## src/rtl/demo_sequencer_if.sv

```systemverilog
// Control and scene-select bundle between the demo sequencer and its wrapper.
// The master side is the sequencer; the slave side is the wrapper.
interface demo_sequencer_if;
    logic       ena;
    logic       vsync_in;
    logic       btn_next;
    logic       btn_mode;
    logic [1:0] vga_state;
    logic [1:0] audio_select;
    logic [2:0] scene_idx;
    logic       auto_mode;
    logic       frame_tick;

    modport master (
        input  ena,
        input  vsync_in,
        input  btn_next,
        input  btn_mode,
        output vga_state,
        output audio_select,
        output scene_idx,
        output auto_mode,
        output frame_tick
    );

    modport slave (
        output ena,
        output vsync_in,
        output btn_next,
        output btn_mode,
        input  vga_state,
        input  audio_select,
        input  scene_idx,
        input  auto_mode,
        input  frame_tick
    );
endinterface

```

## src/rtl/demo_sequencer.sv

```systemverilog
// Demo scene controller: frame counting from vsync, debounced buttons,
// auto/manual scene stepping applied only at frame boundaries.
module demo_sequencer #(
    parameter int FRAMES_PER_SCENE = 120,
    parameter int NUM_SCENES       = 8,
    parameter int DB_CYCLES        = 250000,
    parameter int VSYNC_ACTIVE_LOW = 1
) (
    input  logic              clk,
    input  logic              rst_n,
    demo_sequencer_if.master  bus
);
    localparam int FW = 12;
    localparam int DW = 20;
    localparam logic [FW-1:0] LAST_FRAME =
        FW'(FRAMES_PER_SCENE - 1);
    localparam logic [2:0] LAST_SCENE =
        3'(NUM_SCENES - 1);
    localparam logic [DW-1:0] DB_LAST =
        DW'(DB_CYCLES - 1);

    logic v_raw;
    logic v_s1;
    logic v_s2;
    logic v_prev;
    logic tick;

    logic [1:0]         b_raw;
    logic [1:0]         b_s1;
    logic [1:0]         b_s2;
    logic [1:0]         b_db;
    logic [1:0]         press;
    logic [1:0][DW-1:0] b_cnt;

    logic [FW-1:0] frame_cnt;
    logic          pending;
    logic          auto_q;
    logic [2:0]    scene_q;
    logic [1:0]    vga_q;
    logic [1:0]    audio_q;
    logic          adv;
    logic [2:0]    scene_nx;

    // Normalise polarity so the synchronizer always idles at 0.
    assign v_raw = (VSYNC_ACTIVE_LOW != 0) ?
                   ~bus.vsync_in : bus.vsync_in;

    always_ff @(posedge clk or negedge rst_n) begin
        if (!rst_n) begin
            v_s1   <= 1'b0;
            v_s2   <= 1'b0;
            v_prev <= 1'b0;
            tick   <= 1'b0;
        end else begin
            v_s1   <= v_raw;
            v_s2   <= v_s1;
            v_prev <= v_s2;
            tick   <= v_s2 & ~v_prev;
        end
    end

    assign b_raw = {bus.btn_mode, bus.btn_next};

    always_ff @(posedge clk or negedge rst_n) begin
        if (!rst_n) begin
            b_s1 <= '0;
            b_s2 <= '0;
        end else begin
            b_s1 <= b_raw;
            b_s2 <= b_s1;
        end
    end

    // Bit 0 is btn_next, bit 1 is btn_mode.
    always_ff @(posedge clk or negedge rst_n) begin
        if (!rst_n) begin
            b_db  <= '0;
            press <= '0;
            b_cnt <= '0;
        end else begin
            press <= '0;
            if (bus.ena) begin
                for (int i = 0; i < 2; i++) begin
                    if (b_s2[i] != b_db[i]) begin
                        if (b_cnt[i] == DB_LAST) begin
                            b_db[i]  <= b_s2[i];
                            b_cnt[i] <= '0;
                            press[i] <= b_s2[i];
                        end else begin
                            b_cnt[i] <= b_cnt[i] + DW'(1);
                        end
                    end else begin
                        b_cnt[i] <= '0;
                    end
                end
            end
        end
    end

    assign adv = pending |
                 (auto_q & (frame_cnt == LAST_FRAME));
    assign scene_nx = (scene_q == LAST_SCENE) ?
                      3'd0 : scene_q + 3'd1;

    // A press in the same cycle as a tick lands after that tick.
    always_ff @(posedge clk or negedge rst_n) begin
        if (!rst_n) begin
            frame_cnt <= '0;
            pending   <= 1'b0;
            auto_q    <= 1'b1;
            scene_q   <= 3'd0;
            vga_q     <= 2'd0;
            audio_q   <= 2'd0;
        end else if (bus.ena) begin
            if (tick) begin
                if (adv) begin
                    scene_q   <= scene_nx;
                    vga_q     <= scene_nx[1:0];
                    audio_q   <= scene_nx[2:1];
                    frame_cnt <= '0;
                    pending   <= 1'b0;
                end else if (auto_q) begin
                    frame_cnt <= frame_cnt + FW'(1);
                end else begin
                    frame_cnt <= '0;
                end
            end
            if (press[0]) begin
                pending <= 1'b1;
            end
            if (press[1]) begin
                auto_q <= ~auto_q;
                if (!auto_q) begin
                    frame_cnt <= '0;
                end
            end
        end
    end

    assign bus.frame_tick   = tick;
    assign bus.scene_idx    = scene_q;
    assign bus.vga_state    = vga_q;
    assign bus.audio_select = audio_q;
    assign bus.auto_mode    = auto_q;
endmodule

```

## src/flat_wrapper.sv

```systemverilog
// flat-port wrapper written by rule: the top's interface ports become plain ports
module demo_sequencer_flat 
#(
    parameter int FRAMES_PER_SCENE = 120,
    parameter int NUM_SCENES       = 8,
    parameter int DB_CYCLES        = 250000,
    parameter int VSYNC_ACTIVE_LOW = 1
)
  (clk, rst_n, bus_ena, bus_vsync_in, bus_btn_next, bus_btn_mode, bus_vga_state, bus_audio_select, bus_scene_idx, bus_auto_mode, bus_frame_tick);
  demo_sequencer_if bus_i ();
  input  logic clk;
  input  logic rst_n;
  input wire logic [$bits(bus_i.ena)-1:0] bus_ena;
  input wire logic [$bits(bus_i.vsync_in)-1:0] bus_vsync_in;
  input wire logic [$bits(bus_i.btn_next)-1:0] bus_btn_next;
  input wire logic [$bits(bus_i.btn_mode)-1:0] bus_btn_mode;
  output wire logic [$bits(bus_i.vga_state)-1:0] bus_vga_state;
  output wire logic [$bits(bus_i.audio_select)-1:0] bus_audio_select;
  output wire logic [$bits(bus_i.scene_idx)-1:0] bus_scene_idx;
  output wire logic [$bits(bus_i.auto_mode)-1:0] bus_auto_mode;
  output wire logic [$bits(bus_i.frame_tick)-1:0] bus_frame_tick;
  assign bus_i.ena = bus_ena;
  assign bus_i.vsync_in = bus_vsync_in;
  assign bus_i.btn_next = bus_btn_next;
  assign bus_i.btn_mode = bus_btn_mode;
  assign bus_vga_state = bus_i.vga_state;
  assign bus_audio_select = bus_i.audio_select;
  assign bus_scene_idx = bus_i.scene_idx;
  assign bus_auto_mode = bus_i.auto_mode;
  assign bus_frame_tick = bus_i.frame_tick;
  demo_sequencer #(.FRAMES_PER_SCENE(FRAMES_PER_SCENE), .NUM_SCENES(NUM_SCENES), .DB_CYCLES(DB_CYCLES), .VSYNC_ACTIVE_LOW(VSYNC_ACTIVE_LOW)) u_core (.clk(clk), .rst_n(rst_n), .bus(bus_i));
endmodule
```

## config.mk

```make
export PLATFORM = sky130hd
export DESIGN_NAME = demo_sequencer_flat
export DESIGN_NICKNAME = d
export VERILOG_FILES = /design/src/rtl/demo_sequencer_if.sv /design/src/rtl/demo_sequencer.sv /design/src/flat_wrapper.sv
export SDC_FILE = /design/constraint.sdc
export NUM_CORES = 1
export LEC_CHECK = 0
export ABC_AREA = 1
export CAP_MARGIN = 0
export CORE_ASPECT_RATIO = 1.4
export CORE_MARGIN = 2
export CORE_UTILIZATION = 34
export CTS_CLUSTER_SIZE = 12
export DETAILED_ROUTE_END_ITERATION = 12
export PLACE_DENSITY_LB_ADDON = 0.05
export SLEW_MARGIN = 20
export SYNTH_ARGS = -nofsm -noshare
export SYNTH_HDL_FRONTEND = slang
export SYNTH_SLANG_ARGS = --single-unit
```

## constraint.sdc

```tcl
create_clock -name clk -period 2.55 [get_ports clk]
set_input_delay 0.51 -clock clk [delete_from_list [all_inputs] [get_ports clk]]
set_output_delay 0.51 -clock clk [all_outputs]
set_load 0.01 [all_outputs]
```

======== After elaboration in Yosys (flattened, before gate mapping) ========
Index checks and enable logic that the tools add are counted.
operators by class
  $add $sub $neg .......................... 4
  equal/unequal tests ..................... 6
  muxes and demuxes ....................... 18
  bitwise operators ....................... 6
  reductions and logical operators ........ 7
operator list
  cell                                              count
  2-to-1 mux 20 bit                                 4
  2-to-1 mux 12 bit                                 5
  adder 20 x 1 -> 20 bit (second input constant)    2
  == test 20 x 18 -> 1 bit (second input constant)  2
  adder 12 x 1 -> 12 bit (second input constant)    1
  == test 12 x 7 -> 1 bit (second input constant)   1
  AND reduction 3 bit                               4
  2-to-1 mux 1 bit                                  7
  nonzero test 2 bit                                2
  adder 3 x 1 -> 3 bit (second input constant)      1
  == test 3 bit (second input constant)             1
  2-to-1 mux 3 bit                                  1
  inverter 1 bit                                    3
  bitwise AND 1 bit                                 2
  2-to-1 mux 2 bit                                  1
  != test 1 bit                                     2
  AND reduction 2 bit                               1
  OR 1 bit                                          1
storage, ports and cells
  register bits after elaboration ......... 73
  output and inout bits ................... 9
  logic and storage cells ................. 58

======== Logic depth before layout (Yosys ltp) ========
  depth after elaboration ................. 7
  gate-level depth with buffers ........... 10
  depth with buffers taken out ............ 10

======== Worst setup path after synthesis ========
No wires, ideal clock.
  kind .................................... register to register
  start ................................... register u_core.b_cnt[0] in the netlist's numbering
  end ..................................... register u_core.b_cnt[18] in the netlist's numbering
  setup time .............................. 118 ps
  data arrival time ....................... 1282 ps
  path slack .............................. 1149 ps
  cell stages (with the launch flop) ...... 8
  path buffers ............................ 1
  period minus slack after synthesis ...... 1401 ps
  cell sequence ........................... dfrtp_1 -> ha_1 -> nand3_1 -> nor2_1 -> nand3_2 -> a21oi_2 -> buf_4 -> nor2_1
on the way
  cells in the longest elaborated chain, start to end .. 3
RTL lines
  element                                                                    RTL line                                    RTL
  start: declaration                                                         demo_sequencer.sv:33                        logic [1:0][DW-1:0] b_cnt;
  start signal: indexed assignment                                           demo_sequencer.sv:90                        b_cnt[i] <= b_cnt[i] + DW'(1);
  adder 20 x 1 -> 20 bit / == test 20 x 18 -> 1 bit (equally long branches)  demo_sequencer.sv:90, demo_sequencer.sv:85
  2-to-1 mux 20 bit (*)                                                      demo_sequencer.sv:85                        if (b_cnt[i] == DB_LAST) begin
  2-to-1 mux 20 bit (*)                                                      demo_sequencer.sv:84                        if (b_s2[i] != b_db[i]) begin
Every way passes the cells marked *; elsewhere a longest branch is shown, timed or not.
A chain may end at the register's enable or synchronous reset.

======== Final worst setup path ========
  start ................................... register u_core.auto_q (netlist: u_core.bus.auto_mode)
  end ..................................... output port bus_auto_mode
RTL lines
  element                   RTL line               RTL
  start: declaration        demo_sequencer.sv:37   logic auto_q;
  start signal: assignment  demo_sequencer.sv:132  auto_q <= ~auto_q;
  end: declaration          flat_wrapper.sv:20     output wire logic [$bits(bus_i.auto_mode)-1:0] bus_auto_mode;
No word-level cell between the ends.

==> impl_metrics.py <==
metrics = {
    "worst_setup_path": {
        "reg2reg_from": "u_core.b_cnt[20]",
        "arrival_ps": 1460,
        "path_class": "register to output pin",
        "critPathLaunchType": "register",
        "cp.required_ps": 2040,
        "cp_top_family": "flip-flops",
        "cp_cell_sequence": "clkdlybuf4s50_1",
        "r2r-end": "u_core.b_cnt[25]",
        "path_buf_inv": 1,
        "worstSetupEndpointType": "output pin",
        "critPathMaxFanout": 5,
        "r2r_cells": 6,
        "slowest_stage": "dfstp_2",
        "reg2reg_slack_ps": 720,
        "cpPeakStageDelay_ps": 580,
    },
    "power_and_ir_drop": {
        "pwr-share-clk": 0.449,
        "power_density_nw_per_um2": 584,
        "power_frac_seq": 0.457,
        "p_leak_nw": 2.06,
        "p_int_mw": 1.93,
        "power_frac_comb": 0.094,
        "ir_worst_vdd_mv": 0.321,
        "netSwitchingPower_mw": 0.679,
        "swShare": 0.260,
        "power_mw": 2.61,
    },
    "clock_tree": {
        "cts_hold_buf": 0,
        "cts_num_sinks": 69,
        "clockBufferDepth": 2,
        "cts_resized": 0,
        "cts_tree": "done",
        "cts-root-buf": "clkbuf_16",
        "cts_max_level": 3,
        "clk_latency_ps": 340,
        "numCtsBuffers": 9,
        "cts_setup_buffers": 0,
        "clk_pin_slew_ps": 60,
    },
    "yosys": {
        "synth_fa_ha_area_frac": 0.0161,
        "avgSynthCellArea_um2": 7.45,
        "synth_top_area_frac": 0.437,
        "synthMuxAreaShare": 0,
        "synth_xor_area_frac": 0.0449,
        "ys_seq_area_frac": 0.443,
        "syn_inst": 523,
        "yosysTopAreaCell": "dfrtp_1",
        "synth_area_leaders": "dfrtp_1 (44%), nand2_1 (13%), nor2_1 (7.7%)",
        "synth_edf_count": 0,
        "syn_area_um2": 3900,
        "synthSimpleGateAreaFrac": 0.373,
        "synth_nets": 534,
        "yosys-top-cells-count": "nand2_1 (140), nor2_1 (80), dfrtp_1 (68)",
        "synth_compound_area_frac": 0.0427,
        "ys.flop_type": "dfrtp_1",
        "yosysMostFrequentCell": "nand2_1",
        "synth_top_family_by_area": "simple AND/OR/NAND/NOR gates",
        "synth_warnings": 0,
        "synth-async-reset-ratio": 1.00,
        "synth.distinct_cells": 32,
        "ys_ff_latch": 69,
    },
    "route": {
        "dr.pass1.iters": 4,
        "vias": 3340,
        "wire_per_inst_um": 13.5,
        "final_antenna_net_count": 0,
        "drcViolationCount": 0,
        "wirelength_mm": 9.30,
        "drtIter0Drc": 151,
        "via_per_inst": 4.85,
    },
    "layout": {
        "layout-area-overhead-vs-synth_pct": 14.7,
        "final_area_um2": 4470,
        "diodes": 0,
        "n_fill_cell": 1210,
        "final_util": 0.396,
        "drive_above_1_share": 0.0881,
        "final_nets": 551,
    },
    "sta": {
        "fin_skew_ps": 6.66,
        "hold_viol": 0,
        "totalNegativeSetupSlack_ps": 0,
        "fin_crit_ps": 1970,
        "slew_viol_final": 0,
        "min_period_over_period": 0.774,
        "setup_viol": 0,
        "worstMarginPinSlew_ps": 650,
        "fmax_mhz": 507,
        "timing.hold.ws_ps": 95.3,
        "rsz0062_at_grt": "no",
        "slew_headroom": 0.566,
    },
    "floorplanning": {
        "rows": 46,
        "initial_core_util": 0.345,
        "fp.dieH_um": 131,
        "io_pins": 15,
        "chipWidth_um": 94.5,
        "coreArea_um2": 11300,
        "floorplan.die_area_um2": 12300,
    },
    "global_routing": {
        "grt_overflow": 0,
        "antenna_found_initial": 0,
        "grt_usage": 0.170,
        "grt_start_max_net_pins": 41,
        "grt_pass1_vias": 3331,
        "grt_pass1_wl_mm": 16.1,
    },
    "placement": {
        "gp_congestion": 0.835,
        "dpl.hpwl_mm": 6.75,
        "postPlaceCellArea_um2": 4190,
        "portBuffers": 14,
    },
    "job": {
        "cap_violations": 0,
    },
    "worst_hold_path": {
        "worstHoldPathType": "input port to asynchronous set/reset pin",
    },
    "status": {
        "status": "finished clean",
    },
}
power by group through the flow:
stage	Clock (mW)	Combinational [mW]	Sequential [mW]
floorplan	0	0.151	1.20
global placement	0	0.249	1.21
detailed placement	0	0.253	1.21
CTS	1.20	0.252	1.19
global route	1.26	0.284	1.20
finish	1.17	0.245	1.19
how the worst max path moves through the flow:
stage / start / to / slack, ps / cells past startpoint
final: u_core.bus.auto_mode / bus_auto_mode / 580 / 1
after global routing: u_core.bus.frame_tick / bus_frame_tick / 500 / 1
after CTS: u_core.bus.auto_mode / bus_auto_mode / 560 / 1
after detailed placement: bus_ena / u_core.b_cnt[17] / 460 / 7
after global placement: bus_ena / u_core.b_cnt[17] / 460 / 7
after floorplan: u_core.b_cnt[0] / u_core.b_cnt[18] / 1150 / 7
cells by family after synthesis:
kind of cell	count (synthesis)
AO/OA/AOI/OAI	30
flip-flops	69
XOR/XNOR	20
AND/OR/NAND/NOR	325
adder cells (fa/ha/maj)	5
buffers and inverters	74
layout by cell type (no fill, tap or decap), types with 2 or more instances in the layout:
cell	n
nand2_1	140
nor2_1	80
dfrtp_1	68
inv_1	55
nand3_1	51
nand4_1	22
o21ai_0	21
xor2_1	15
clkdlybuf4s50_1	13
nor3_1	12
clkbuf_16	9
buf_4	7
nor2_2	6
xnor2_1	5
ha_1	5
inv_2	4
nand3_2	3
nor3_2	3
clkinv_2	3
a21oi_1	2
a21oi_2	2
nor3_4	2
nand3b_1	2
o21bai_1	2
clkinvlp_4	2
registers in the layout (all words and copies together), names as in the netlist, 2 cells and up:
name and flops:
u_core.b_cnt 40, u_core.frame_cnt 12, u_core.b_db 2, u_core.b_s1 2, u_core.b_s2 2, u_core.bus.scene_idx 2, u_core.press 2
layer usage:
layer / vias to the layer above / global-route usage / routed length, um
li1: 1713 / - / -
met1: 1573 / 0.201 / 4180
met2: 39 / 0.298 / 4700
met3: 15 / 0.0321 / 206
met4: 0 / 0.0759 / 216
met5: - / 0 / 0
cell type report:
type	instances	area [um^2]	share of cell area
Clock inverter	6	38.8	0.00868
Tap cell	144	180	0.0403
Sequential cell	69	1730	0.387
Inverter	59	221	0.0496
Clock buffer	10	239	0.0535
Timing Repair Buffer	21	203	0.0454
Multi-Input combinational cell	380	1860	0.416
metrics by stage:
stage / setup slack, ps / instances
2_1_floorplan: 1150 / 523
4_1_cts: 557 / 689
3_5_place_dp: 456 / 673
5_1_grt: 505 / 689
3_3_place_gp: 464 / 673
6_report: 577 / 689
Note: power is estimated with default switching activity, not from simulation.
